===== src/rtl/nf10_upb_demux_pkg.sv =====
// rtl/nf10_upb_demux_pkg.sv - shared FSM encoding and mode constants for the packet demultiplexer
package nf10_upb_demux_pkg;

  typedef enum logic [1:0] {
    ST_IDLE = 2'd0,
    ST_FWD  = 2'd1,
    ST_DROP = 2'd2
  } state_t;

  localparam int MODE_ROUTE    = 0;
  localparam int MODE_LOOPBACK = 1;

endpackage


===== src/rtl/demux_route_select.sv =====
// rtl/demux_route_select.sv - combinational route mask from tuser: bitmask routing or mirrored loopback
module demux_route_select
  import nf10_upb_demux_pkg::*;
#(
  parameter int C_NUM_PORTS     = 4,
  parameter int C_INPORT_WIDTH  = 3,
  parameter int C_OUTPORT_WIDTH = 8,
  parameter int C_MODE          = MODE_ROUTE
) (
  input  logic [C_INPORT_WIDTH-1:0]  in_port,
  input  logic [C_OUTPORT_WIDTH-1:0] out_port,
  output logic [C_NUM_PORTS-1:0]     new_sel
);

  // Only one of the two tuser fields matters for a given mode.
  logic unused_bits;
  assign unused_bits = ^{in_port, out_port};

  always_comb begin
    new_sel = '0;
    if (C_MODE == MODE_LOOPBACK) begin
      // An in_port with no mirrored partner yields an empty mask and is dropped.
      for (int i = 0; i < C_NUM_PORTS; i++) begin
        if (int'(in_port) == C_NUM_PORTS - 1 - i) new_sel[i] = 1'b1;
      end
    end else begin
      new_sel = out_port[C_NUM_PORTS-1:0];
    end
  end

endmodule


===== src/rtl/packet_demultiplexer.sv =====
// rtl/packet_demultiplexer.sv - packet-aware AXI-Stream demux with multicast, loopback and counted drops
module packet_demultiplexer
  import nf10_upb_demux_pkg::*;
#(
  parameter int C_NUM_PORTS           = 4,
  parameter int C_AXIS_DATA_WIDTH     = 256,
  parameter int C_PACKET_LENGTH_WIDTH = 14,
  parameter int C_INPORT_WIDTH        = 3,
  parameter int C_OUTPORT_WIDTH       = 8,
  parameter int C_MODE                = MODE_ROUTE,
  parameter int C_DROP_CNT_WIDTH      = 32
) (
  input  logic                                              axi_aclk,
  input  logic                                              axi_resetn,
  input  logic [C_AXIS_DATA_WIDTH-1:0]                      s_axis_tdata,
  input  logic [C_AXIS_DATA_WIDTH/8-1:0]                    s_axis_tkeep,
  input  logic [C_PACKET_LENGTH_WIDTH-1:0]                  s_axis_tuser_packet_length,
  input  logic [C_INPORT_WIDTH-1:0]                         s_axis_tuser_in_port,
  input  logic [C_OUTPORT_WIDTH-1:0]                        s_axis_tuser_out_port,
  input  logic [C_INPORT_WIDTH-1:0]                         s_axis_tuser_in_vport,
  input  logic [C_OUTPORT_WIDTH-1:0]                        s_axis_tuser_out_vport,
  input  logic                                              s_axis_tvalid,
  output logic                                              s_axis_tready,
  input  logic                                              s_axis_tlast,
  output logic [C_NUM_PORTS*C_AXIS_DATA_WIDTH-1:0]          m_axis_tdata,
  output logic [C_NUM_PORTS*C_AXIS_DATA_WIDTH/8-1:0]        m_axis_tkeep,
  output logic [C_NUM_PORTS*C_PACKET_LENGTH_WIDTH-1:0]      m_axis_tuser_packet_length,
  output logic [C_NUM_PORTS*C_INPORT_WIDTH-1:0]             m_axis_tuser_in_port,
  output logic [C_NUM_PORTS*C_OUTPORT_WIDTH-1:0]            m_axis_tuser_out_port,
  output logic [C_NUM_PORTS*C_INPORT_WIDTH-1:0]             m_axis_tuser_in_vport,
  output logic [C_NUM_PORTS*C_OUTPORT_WIDTH-1:0]            m_axis_tuser_out_vport,
  output logic [C_NUM_PORTS-1:0]                            m_axis_tvalid,
  input  logic [C_NUM_PORTS-1:0]                            m_axis_tready,
  output logic [C_NUM_PORTS-1:0]                            m_axis_tlast,
  output logic [C_DROP_CNT_WIDTH-1:0]                       drop_count
);

  localparam int KW = C_AXIS_DATA_WIDTH / 8;

  state_t                 state;
  logic [C_NUM_PORTS-1:0] sel_r, done_r, new_sel, cur_sel, accepted, m_valid;
  logic                   s_ready, drop_beat, drop_done;

  demux_route_select #(
    .C_NUM_PORTS    (C_NUM_PORTS),
    .C_INPORT_WIDTH (C_INPORT_WIDTH),
    .C_OUTPORT_WIDTH(C_OUTPORT_WIDTH),
    .C_MODE         (C_MODE)
  ) u_route_select (
    .in_port (s_axis_tuser_in_port),
    .out_port(s_axis_tuser_out_port),
    .new_sel (new_sel)
  );

  // The route is only sampled from tuser on a first beat; later beats reuse sel_r.
  assign cur_sel   = (state == ST_IDLE) ? new_sel : sel_r;
  assign drop_beat = (state == ST_DROP) || ((state == ST_IDLE) && (new_sel == '0));
  assign drop_done = drop_beat && s_axis_tvalid && s_axis_tlast;

  always_comb begin
    m_valid  = '0;
    accepted = '0;
    s_ready  = 1'b0;
    if (axi_resetn) begin
      if (drop_beat) begin
        s_ready = 1'b1;
      end else begin
        // done_r masks ports that already took this beat so nothing is duplicated.
        m_valid  = {C_NUM_PORTS{s_axis_tvalid}} & cur_sel & ~done_r;
        accepted = done_r | (m_valid & m_axis_tready);
        s_ready  = s_axis_tvalid & (&(accepted | ~cur_sel));
      end
    end
  end

  assign s_axis_tready = s_ready;
  assign m_axis_tvalid = m_valid;

  always_ff @(posedge axi_aclk or negedge axi_resetn) begin
    if (!axi_resetn) begin
      state      <= ST_IDLE;
      sel_r      <= '0;
      done_r     <= '0;
      drop_count <= '0;
    end else begin
      if ((state == ST_IDLE) && s_axis_tvalid) sel_r <= new_sel;
      if (drop_done && (drop_count != '1)) drop_count <= drop_count + C_DROP_CNT_WIDTH'(1);
      case (state)
        ST_DROP: begin
          if (s_axis_tvalid && s_axis_tlast) state <= ST_IDLE;
        end
        default: begin
          if (s_axis_tvalid) begin
            if (drop_beat) begin
              if (!s_axis_tlast) state <= ST_DROP;
            end else if (s_ready) begin
              done_r <= '0;
              state  <= s_axis_tlast ? ST_IDLE : ST_FWD;
            end else begin
              done_r <= done_r | accepted;
            end
          end
        end
      endcase
    end
  end

  for (genvar i = 0; i < C_NUM_PORTS; i++) begin : g_port
    assign m_axis_tdata[i*C_AXIS_DATA_WIDTH +: C_AXIS_DATA_WIDTH]                 = s_axis_tdata;
    assign m_axis_tkeep[i*KW +: KW]                                               = s_axis_tkeep;
    assign m_axis_tuser_packet_length[i*C_PACKET_LENGTH_WIDTH +: C_PACKET_LENGTH_WIDTH] = s_axis_tuser_packet_length;
    assign m_axis_tuser_in_port[i*C_INPORT_WIDTH +: C_INPORT_WIDTH]               = s_axis_tuser_in_port;
    assign m_axis_tuser_out_port[i*C_OUTPORT_WIDTH +: C_OUTPORT_WIDTH]            = C_OUTPORT_WIDTH'(cur_sel);
    assign m_axis_tuser_in_vport[i*C_INPORT_WIDTH +: C_INPORT_WIDTH]              = s_axis_tuser_in_vport;
    assign m_axis_tuser_out_vport[i*C_OUTPORT_WIDTH +: C_OUTPORT_WIDTH]           = s_axis_tuser_out_vport;
    assign m_axis_tlast[i]                                                        = s_axis_tlast;
  end

endmodule


===== config.mk =====
export PLATFORM = sky130hd
export DESIGN_NAME = packet_demultiplexer
export DESIGN_NICKNAME = d
export VERILOG_FILES = /design/src/rtl/nf10_upb_demux_pkg.sv /design/src/rtl/demux_route_select.sv /design/src/rtl/packet_demultiplexer.sv
export SDC_FILE = /design/constraint.sdc
export NUM_CORES = 1
export LEC_CHECK = 0
export CORE_AREA = 2 2 657 659
export DETAILED_ROUTE_END_ITERATION = 12
export DIE_AREA = 0 0 659 661
export SLEW_MARGIN = 0
export SYNTH_ARGS = -nofsm -noshare
export SYNTH_HDL_FRONTEND = slang
export SYNTH_HIERARCHICAL = 1
export SYNTH_SLANG_ARGS = --single-unit

===== constraint.sdc =====
create_clock -name axi_aclk -period 2.4 [get_ports axi_aclk]
set_input_delay 0.48 -clock axi_aclk [delete_from_list [all_inputs] [get_ports axi_aclk]]
set_output_delay 0.48 -clock axi_aclk [all_outputs]
set_load 0.02 [all_outputs]

==> flow_metrics.env <==
export IMPL_period_needed_ns=2.54
export IMPL_vias=4910
export IMPL_drc=0
export IMPL_synth_cells=1509
export IMPL_die_y_um=661
export IMPL_num_rows=241
export IMPL_clkPwrFrac_pct=17.9
export IMPL_grt_pass1_wl_um=240000
export IMPL_grt_pass1_vias=4396
export IMPL_placedInstanceArea_um2=10600
export IMPL_drtIter0Drc=501
export IMPL_synth_edf_count=0
export IMPL_cts_buffers=5
export IMPL_port_buffers=68
export IMPL_vias_per_cell=0.811
export IMPL_htreeDepth=2
export IMPL_finalNetCount=674
export IMPL_path_class="register to primary output"
export IMPL_ys_flop_type="dfrtp_1"
export IMPL_timing_rr_end="drop_count[19]"
export IMPL_clock_latency_ns=0.34
export IMPL_ys_warn_count=6
export IMPL_antenna_found_initial=8
export IMPL_reg2regPathDepth=10
export IMPL_r2r_setup_slack_ns=0.26
export IMPL_grt_max_degree=32
export IMPL_die_x_um=659
export IMPL_ir_drop_mv=0.249
export IMPL_finalHoldViolations=0
export IMPL_cts_root_buf="clkbuf_16"
export IMPL_internal_power_mw=2.58
export IMPL_cts_tree="yes"
export IMPL_fin_util_pct=2.55
export IMPL_hold_class="input pin to async pin"
export IMPL_synth_cell_types=45
export IMPL_grt_remaining_overflow=0
export IMPL_cp_required_ns=1.92
export IMPL_dp_hpwl_um=205000
export IMPL_start_util_pct=2.79
export IMPL_drv_cap=0
export IMPL_worst_path_max_fanout=2
export IMPL_pin_count=1669
export IMPL_drtPass1Iterations=4
export IMPL_gp_congestion=0.694
export IMPL_startpoint="state[1]"
export IMPL_area_growth_pct=-8.60
export IMPL_core_area_um2=429000
export IMPL_clock_path_buffers=2
export IMPL_rsz0062_at_grt="yes"
export IMPL_ant_nets=0
export IMPL_syn_cell_area_um2=12000
export IMPL_die_area_um2=436000
export IMPL_layout_drive_gt1_share_pct=33.0
export IMPL_powerDensity_nw_per_um2=414
export IMPL_synth_area_per_cell_um2=7.94
export IMPL_switching_share_pct=43.2
export IMPL_violations="negative setup slack"
export IMPL_max_freq_mhz=394
export IMPL_routedWlPerCell_um=37.7
export IMPL_ys_ff_latch=42
export IMPL_clock_skew_ns=0.0204
export IMPL_combPwrFrac_pct=61.1
export IMPL_worstSetupStartpointType="register"
export IMPL_p_leak_nw=1.75
export IMPL_async_reset_ff_share_pct=100
export IMPL_p_switching_mw=1.96
export IMPL_cts_sinks=42
export IMPL_finalCritPeriodShare_pct=106
export IMPL_crit_arrival_ns=2.06
export IMPL_fin_total_pwr_mw=4.54
export IMPL_crit_end="s_axis_tready"
export IMPL_path_clk_slew_ns=0.07
export IMPL_r2r_start="state[0]"
export IMPL_critPathCaptureType="primary output"
export IMPL_setup_slack_ns=-0.138
export IMPL_seqPwrFrac_pct=21.0
export IMPL_post_route_cell_area_um2=10900
export IMPL_drt_total_wl_um=228000
export IMPL_grtUsageTotal_pct=10.0
export IMPL_slew_viol_final=0
export IMPL_setup_viol=13
export IMPL_yosysSeqAreaShare_pct=8.77
export IMPL_status="finished, violations left"
cells by family (layout without fill, tap and decap cells):
family,after synthesis,in the layout,share of synthesized area [%]
adders and majority gates,1,1,0.104
other,1,18,0.0313
muxes,9,9,0.804
buffers and inverters,1310,128,81.9
xor gates and xnor gates,29,29,2.12
DFF,42,42,8.77
AOI/OAI and AO/OA,22,22,1.54
and+or+nand+nor,95,95,4.73
synth_stat cells, drive strengths merged, types with 5 or more instances:
| master | instances | share of area (%) |
|---|---|---|
| a21oi | 8 | 0.33 |
| and3 | 9 | 0.48 |
| buf | 1303 | 82 |
| dfrtp | 42 | 8.8 |
| inv | 7 | 0.22 |
| mux2 | 5 | 0.47 |
| nand2 | 13 | 0.41 |
| nand3 | 15 | 0.67 |
| nand4 | 11 | 0.63 |
| nor2 | 19 | 0.66 |
| nor3 | 12 | 0.50 |
| xnor2 | 19 | 1.4 |
| xor2 | 10 | 0.73 |
per-layer routing:
metal / share of wire, % / wire (um) / track usage [%] / up-vias
met5: 0.28 / 648 / 0.931 / -
met4: 4.1 / 9320 / 3.37 / 20
met3: 41 / 93900 / 19.7 / 250
met2: 44 / 99900 / 15.6 / 1898
met1: 11 / 24100 / 2.97 / 1741
li1: - / - / - / 1001
worst max-delay path: stages, from the launching register on:
cell and delay, ns:
dfrtp_1 0.42, nor2_4 0.15, buf_6 0.12, mux2i_4 0.24, buf_12 0.13, buf_6 0.09, o311ai_4 0.08, nor3_2 0.20
a21o_1 0.18, buf_12 0.12
worst min-delay path by stage:
| stage | slack, ns | to |
|---|---|---|
| 3_3_place_gp | 0.45 | done_r[1] |
| 5_1_grt | 0.09 | done_r[1] |
| 4_1_cts | 0.08 | done_r[3] |
| 3_5_place_dp | 0.45 | done_r[1] |
| 6_report | 0.12 | done_r[1] |
| 2_1_floorplan | 0.18 | done_r[0] |
power groups by stage:
stage	clock network [mW]	logic [mW]	registers, mW
2_1_floorplan	0	3.99	0.959
3_5_place_dp	0	2.46	0.929
4_1_cts	0.878	2.62	0.937
6_report	0.813	2.77	0.952
3_3_place_gp	0	2.46	0.926
5_1_grt	0.906	3.01	0.968
through the flow:
stage | setup TNS, ns | hold slack, ns | std cells | setup slack [ns]
5_1_grt | -1.86 | 0.0901 | 6052 | -0.260
2_1_floorplan | 0 | 0.184 | 1524 | 0.0632
4_1_cts | -0.945 | 0.0823 | 6049 | -0.237
3_3_place_gp | -11.72 | 0.446 | 6037 | -0.494
6_report | -0.723 | 0.119 | 6054 | -0.138
3_5_place_dp | -10.54 | 0.449 | 6037 | -0.470
placed cells by master, fill, tap and decap left out, drive strengths merged, types with 2 or more instances in the layout:
| cell | netlist | layout |
|---|---|---|
| conb | 1 | 16 |
| mux2i | 4 | 4 |
| nand2 | 13 | 13 |
| nand4 | 11 | 11 |
| dlygate4sd2 | 0 | 7 |
| and2 | 2 | 2 |
| xnor2 | 19 | 19 |
| xor2 | 10 | 10 |
| nor2 | 19 | 19 |
| a31oi | 4 | 4 |
| nand3 | 15 | 15 |
| clkdlybuf4s50 | 0 | 38 |
| buf | 1303 | 63 |
| clkbuf | 0 | 10 |
| nor3 | 12 | 12 |
| diode | 0 | 2 |
| clkinvlp | 0 | 4 |
| dfrtp | 42 | 42 |
| and3 | 9 | 9 |
| inv | 7 | 6 |
| nor4 | 4 | 4 |
| mux2 | 5 | 5 |
| o21ai | 2 | 2 |
| and4 | 4 | 4 |
| a21oi | 8 | 8 |
| or2 | 2 | 2 |
state kept, by name, summed over array words and instances (netlist names):
signal,count
state,2
sel_r,4
done_r,4
drop_count,32
repair_timing:
item                       CTS  global route
setup endpoints to repair   25            17
gates resized for setup     44            35
pin swaps                    5             4
buffers inserted             5             4
hold buffers                 0             0
final cells by class:
| type | count | area (um2) |
|---|---|---|
| fillers | 51200 | 418000 |
| well taps | 5710 | 7140 |
| multi-input cells | 172 | 1300 |
| repair buffers | 113 | 1270 |
| flip-flops and latches | 42 | 1050 |
| clock buffers | 5 | 125 |
| inverters | 7 | 33.8 |
| clock inverters | 3 | 23.8 |
| diodes | 2 | 5.00 |
(Power assumes the default switching activity.)
